[config.mk]
export PLATFORM = sky130hd
export DESIGN_NAME = fifo_burst_reader
export DESIGN_NICKNAME = d
export VERILOG_FILES = /design/src/rtl/fifo_burst_reader.sv
export SDC_FILE = /design/constraint.sdc
export NUM_CORES = 1
export LEC_CHECK = 0
export CORE_MARGIN = 3
export CORE_UTILIZATION = 60
export CTS_CLUSTER_DIAMETER = 50
export DETAILED_ROUTE_END_ITERATION = 12
export DONT_BUFFER_PORTS = 1
export PLACE_DENSITY_LB_ADDON = 0.12
export SYNTH_ARGS = -nofsm -noshare
export SYNTH_HDL_FRONTEND = slang
export SYNTH_SLANG_ARGS = --single-unit
[constraint.sdc]
create_clock -name clk -period 3.64 [get_ports clk]
set_clock_uncertainty 0.2 [all_clocks]
set_input_delay 0.546 -clock clk [delete_from_list [all_inputs] [get_ports clk]]
set_output_delay 0.546 -clock clk [all_outputs]
set_load 0.01 [all_outputs]
[src/rtl/fifo_burst_reader.sv]
`default_nettype none
// +--------------------------------------------------------------------------+
// | fifo_burst_reader: pops a counted burst from a sync FIFO onto a stream.   |
// | Rev 1.0                                                                   |
// +--------------------------------------------------------------------------+
module fifo_burst_reader #(
  parameter int DATA_WIDTH = 32,
  parameter int LEN_WIDTH  = 8
) (
  input  logic                  clk,
  input  logic                  rst_n,
  input  logic                  start,
  input  logic [LEN_WIDTH-1:0]  burst_len,
  output logic                  busy,
  output logic                  done,
  output logic                  fifo_cs,
  output logic                  fifo_rd_en,
  input  logic [DATA_WIDTH-1:0] fifo_data_out,
  input  logic                  fifo_empty,
  output logic                  m_valid,
  output logic [DATA_WIDTH-1:0] m_data,
  output logic                  m_last,
  input  logic                  m_ready
);

  typedef enum logic [1:0] {
    IDLE  = 2'd0,
    RUN   = 2'd1,
    DRAIN = 2'd2,
    DONE  = 2'd3
  } state_t;

  localparam logic [LEN_WIDTH-1:0] LEN_ZERO = '0;
  localparam logic [LEN_WIDTH-1:0] LEN_ONE  = {{(LEN_WIDTH-1){1'b0}}, 1'b1};

  state_t                  state;
  state_t                  state_next;
  logic [LEN_WIDTH-1:0]    remaining;
  logic                    inflight;
  logic                    inflight_last;
  logic [DATA_WIDTH-1:0]   buf_data [0:1];
  logic [1:0]              buf_last;
  logic                    wr_ptr;
  logic                    rd_ptr;
  logic [1:0]              occ;
  logic                    pop;
  logic                    issue;
  logic [2:0]              pending;

  assign m_valid = (occ != 2'd0);
  assign m_data  = buf_data[rd_ptr];
  assign m_last  = buf_last[rd_ptr];
  assign pop     = m_valid && m_ready;

  // Words that will still occupy the buffer after this cycle's pop, counting
  // the one returning from the FIFO; a new read is only allowed if it fits.
  assign pending = {1'b0, occ} + {2'b00, inflight} - {2'b00, pop};

  always_comb begin
    state_next = state;
    issue      = (state == RUN) && !fifo_empty && (remaining != LEN_ZERO) &&
                 (pending < 3'd2);
    case (state)
      IDLE: begin
        if (start) begin
          state_next = (burst_len == LEN_ZERO) ? DONE : RUN;
        end
      end
      RUN: begin
        if (issue && (remaining == LEN_ONE)) begin
          state_next = DRAIN;
        end
      end
      DRAIN: begin
        // Leave as soon as the last buffered beat is being accepted.
        if (!inflight && (occ == {1'b0, pop})) begin
          state_next = DONE;
        end
      end
      DONE: begin
        state_next = IDLE;
      end
      default: begin
        state_next = IDLE;
      end
    endcase
  end

  assign busy       = (state != IDLE);
  assign done       = (state == DONE);
  assign fifo_cs    = busy;
  assign fifo_rd_en = issue;

  always_ff @(posedge clk or negedge rst_n) begin
    if (!rst_n) begin
      state         <= IDLE;
      remaining     <= '0;
      inflight      <= 1'b0;
      inflight_last <= 1'b0;
      wr_ptr        <= 1'b0;
      rd_ptr        <= 1'b0;
      occ           <= 2'd0;
      buf_last      <= 2'b00;
      for (int i = 0; i < 2; i++) begin
        buf_data[i] <= '0;
      end
    end else begin
      state <= state_next;

      if ((state == IDLE) && start) begin
        remaining <= burst_len;
      end else if (issue) begin
        remaining <= remaining - LEN_ONE;
      end

      inflight      <= issue;
      inflight_last <= issue && (remaining == LEN_ONE);

      if (inflight) begin
        buf_data[wr_ptr] <= fifo_data_out;
        buf_last[wr_ptr] <= inflight_last;
        wr_ptr           <= ~wr_ptr;
      end
      if (pop) begin
        rd_ptr <= ~rd_ptr;
      end
      occ <= occ + {1'b0, inflight} - {1'b0, pop};
    end
  end

endmodule
`default_nettype wire

==> results.md <==
* Syn Inst Count at 279
* Top-count cell post-synth: mux2_2
* Worst-Margin Slew at 0.972 ns
* Antenna cells at 0
* Largest net degree at the start of global routing at 83
* Router iterations before antenna repair at 4
* YS warnings at 0
* Setup ws final at 0.188 ns
* Die H at 85.8 um
* Post-route cell area at 0.00419 mm2
* Crit path max-delay cell type: dfrtp_1
* Area Overhead vs Synth at 9.52%
* Max stage delay on crit path at 0.43 ns
* Clk sink count at 82
* Syn Nets at 334
* Crit-path leading delay family: adder cells
* Max-slew violations at 0
* Synth Register Bits at 82
* Crit end category: output port
* Commonest cells in the netlist: 100 x mux2_2, 82 x dfrtp_1, 13 x nor2_1
* CTS Buf Count at 9
* Initial antenna violation count at 0
* Worst min path class: input port to flop
* Layout cell share with drive strength beyond 1 at 45.3%
* Post-route ant nets at 0
* Max FO, Critical Path at 6
* Final HPWL DP at 4.33 mm
* Sequential cell area at 0.00205 mm2
* Area occupied by multi-input gates at 0.00169 mm2
* First-pass GRT wire length at 11.0 mm
* Count of cell types in the netlist at 33
* Worst Hold Depth at 1
* Max Cap Viol at 0
* Chip width at 85.8 um
* Min Tclk post-route at 3.45 ns
* Port Buf Inserts at 0
* Fin Setup TNS at 0 ns
* FP Rows at 28
* WL final at 6.62 mm
* Pre-CTS setup slack at 0.490 ns
* Vias per cell at 5.89
* Layout Utilization at 69.1%
* Startpoint Class: flop
* Routability cong. at 0.802
* RSZ-0062 raised after global routing: no
* Required @ worst endpoint at 2.89 ns
* Fin. Hold Viols at 0
* IO Count at 83
* Skew-Pair Late Insertion Delay at 0.34 ns
* Die area at 0.00737 mm2
* Number of cells on the critical path at 10
* Gr usage total at 19.2%
* Largest area contributor in the netlist: dfrtp_1
* Fmax at 290 MHz
* Seq/Total Area, Yosys at 53.6%
* Post-Syn Area at 0.00382 mm2
* Vias in the first global route at 2307
* Ys flop type: dfrtp_1
* Clock transition at path regs at 0.08 ns
* Area fraction of the dominant cell type after synthesis at 53.6%
* Gr ovfl total at 0
* Post-synthesis async set-or-reset flop share at 100%
* # DRC at 0
* PwrDens at 917 mW/mm2
* Core ar. at 0.00606 mm2
* Final Power at 3.84 mW
* CTS tree: built
* Leak at 1.81 nW
* Starting Density at 63.1%
* Period utilization at 94.8%
* Drt wl/cell at 18.2 um
* # setup viols final at 0
* Crit path buffers/inverters at 2
* Initial DRC count at 80
* CTS Root Buffer Type: clkbuf_8
* Syn Area/Cell at 13.7 um2
* Crit-path cells: inv_1 > nand2_1 > and2_1 > ha_1 > inv_1 > ha_1 > fa_1 > xor2_2 > nand3_4 > nor2_4
* CTS H-Tree Depth at 3
* Final net count at 339
* Rel. slew slack at 35.1%
* Reg2Reg Depth at 13
* Clk buf depth at 2
* Fillers at 435
* Peak supply drop at 0.488 mV
* Synth top area cells: dfrtp_1 54%, mux2_2 29%, ha_1 2.9%, mux2i_1 1.6%, nor2_1 1.3%
* Outcome: completed
* Critical path type: flop to output port
* Data arrival, critical path at 2.71 ns
* Placed inst area at 0.00388 mm2
* Via count at 2144
* EDFF count, synth at 0
-- kinds of logic after synthesis --
group	Yosys count	share of synthesized area, %
buffers and inverters	23	2.55
and+or+nand+nor	41	6.38
adders and majority gates	10	3.47
AOI/OAI and AO/OA	12	1.80
muxes	106	31.0
DFF	82	53.6
xor gates and xnor gates	5	1.15
-- metal layers --
| metal | GRT usage, % | vias to the layer above | routed length [um] |
|---|---|---|---|
| met1 | 23.7 | 1078 | 2850 |
| met3 | 5.76 | 10 | 457 |
| met4 | 8.35 | 0 | 109 |
| met2 | 31.3 | 64 | 3210 |
| met5 | 0 | - | 0 |
| li1 | - | 992 | - |
-- final cells by class --
class                           instances  share of cell area, %
Clock buffer                           12                   3.94
Clock inverter                          4                   1.73
Inverter                               10                  0.896
Multi-Input combinational cell        174                   40.4
Sequential cell                        82                   49.0
Tap cell                               75                   2.24
Timing Repair Buffer                    7                   1.79
-- power breakdown --
| group | internal (mW) | leakage (nW) | switching (mW) | total (mW) |
|---|---|---|---|---|
| Clock | 0.442 | 0.119 | 0.320 | 0.762 |
| Sequential | 1.34 | 0.986 | 0.251 | 1.60 |
| Combinational | 0.765 | 0.707 | 0.719 | 1.48 |
| Total | 2.55 | 1.81 | 1.29 | 3.84 |
-- path summary, 6_finish.rpt --
| check | slack, ns | to | startpoint |
|---|---|---|---|
| max in group asynchronous | 2.36 | buf_data[57] | rst_n |
| setup / recovery | 0.19 | fifo_rd_en | occ[1] |
| setup reg to reg | 0.42 | remaining[5] | occ[1] |
| min in group asynchronous | 0.57 | buf_data[44] | rst_n |
| hold reg to reg | 0.30 | buf_data[29] | buf_data[29] |
| hold / removal | 0.15 | buf_data[8] | fifo_data_out[8] |
-- sequential cells by signal, summed over array words and instances, names as in the netlist --
register and flops:
buf_data 64, buf_last 2, inflight 1, inflight_last 1, occ 2, rd_ptr 1, remaining 8, state 2
wr_ptr 1
-- repair_timing --
| item | 4_1_cts | 5_1_grt |
|---|---|---|
| gates resized for setup | 0 | 2 |
| hold buffers | 2 | 0 |
| buffers inserted | 0 | 3 |
| endpoints found under the setup margin | 0 | 1 |
| endpoints found under the hold margin | 82 | 0 |
-- worst reg2reg max path: cells and delay by family (launching register included) --
| family | cells | cell delay [ns] |
|---|---|---|
| fa+ha+maj | 3 | 0.88 |
| simple gates | 4 | 0.80 |
| flops | 1 | 0.43 |
| buf+inv | 3 | 0.35 |
| compound gates | 2 | 0.23 |
| xor+xnor | 1 | 0.21 |
-- metrics by stage --
stage | hold WS [ns] | std cells
2_1_floorplan | 0.0504 | 279
3_3_place_gp | 0.0521 | 343
3_5_place_dp | 0.0521 | 343
4_1_cts | 0.132 | 361
5_1_grt | 0.133 | 364
6_report | 0.147 | 364
-- placed cells by master, fill, tap and decap left out, types with 2 or more instances in the layout --
| master | netlist | routed |
|---|---|---|
| mux2i_1 | 6 | 6 |
| nor4_1 | 2 | 2 |
| xnor2_1 | 2 | 2 |
| nor2_1 | 13 | 12 |
| nor4_2 | 3 | 3 |
| nor3_1 | 3 | 3 |
| bufinv_16 | 0 | 2 |
| mux2_2 | 100 | 100 |
| clkbuf_8 | 0 | 12 |
| dfrtp_1 | 82 | 82 |
| nand3_1 | 2 | 2 |
| ha_1 | 9 | 9 |
| nand2_1 | 7 | 7 |
| a21oi_1 | 8 | 8 |
| inv_1 | 10 | 10 |
| buf_4 | 1 | 5 |
| xor2_1 | 3 | 2 |
No activity file was read; power rests on OpenSTA's default activity.
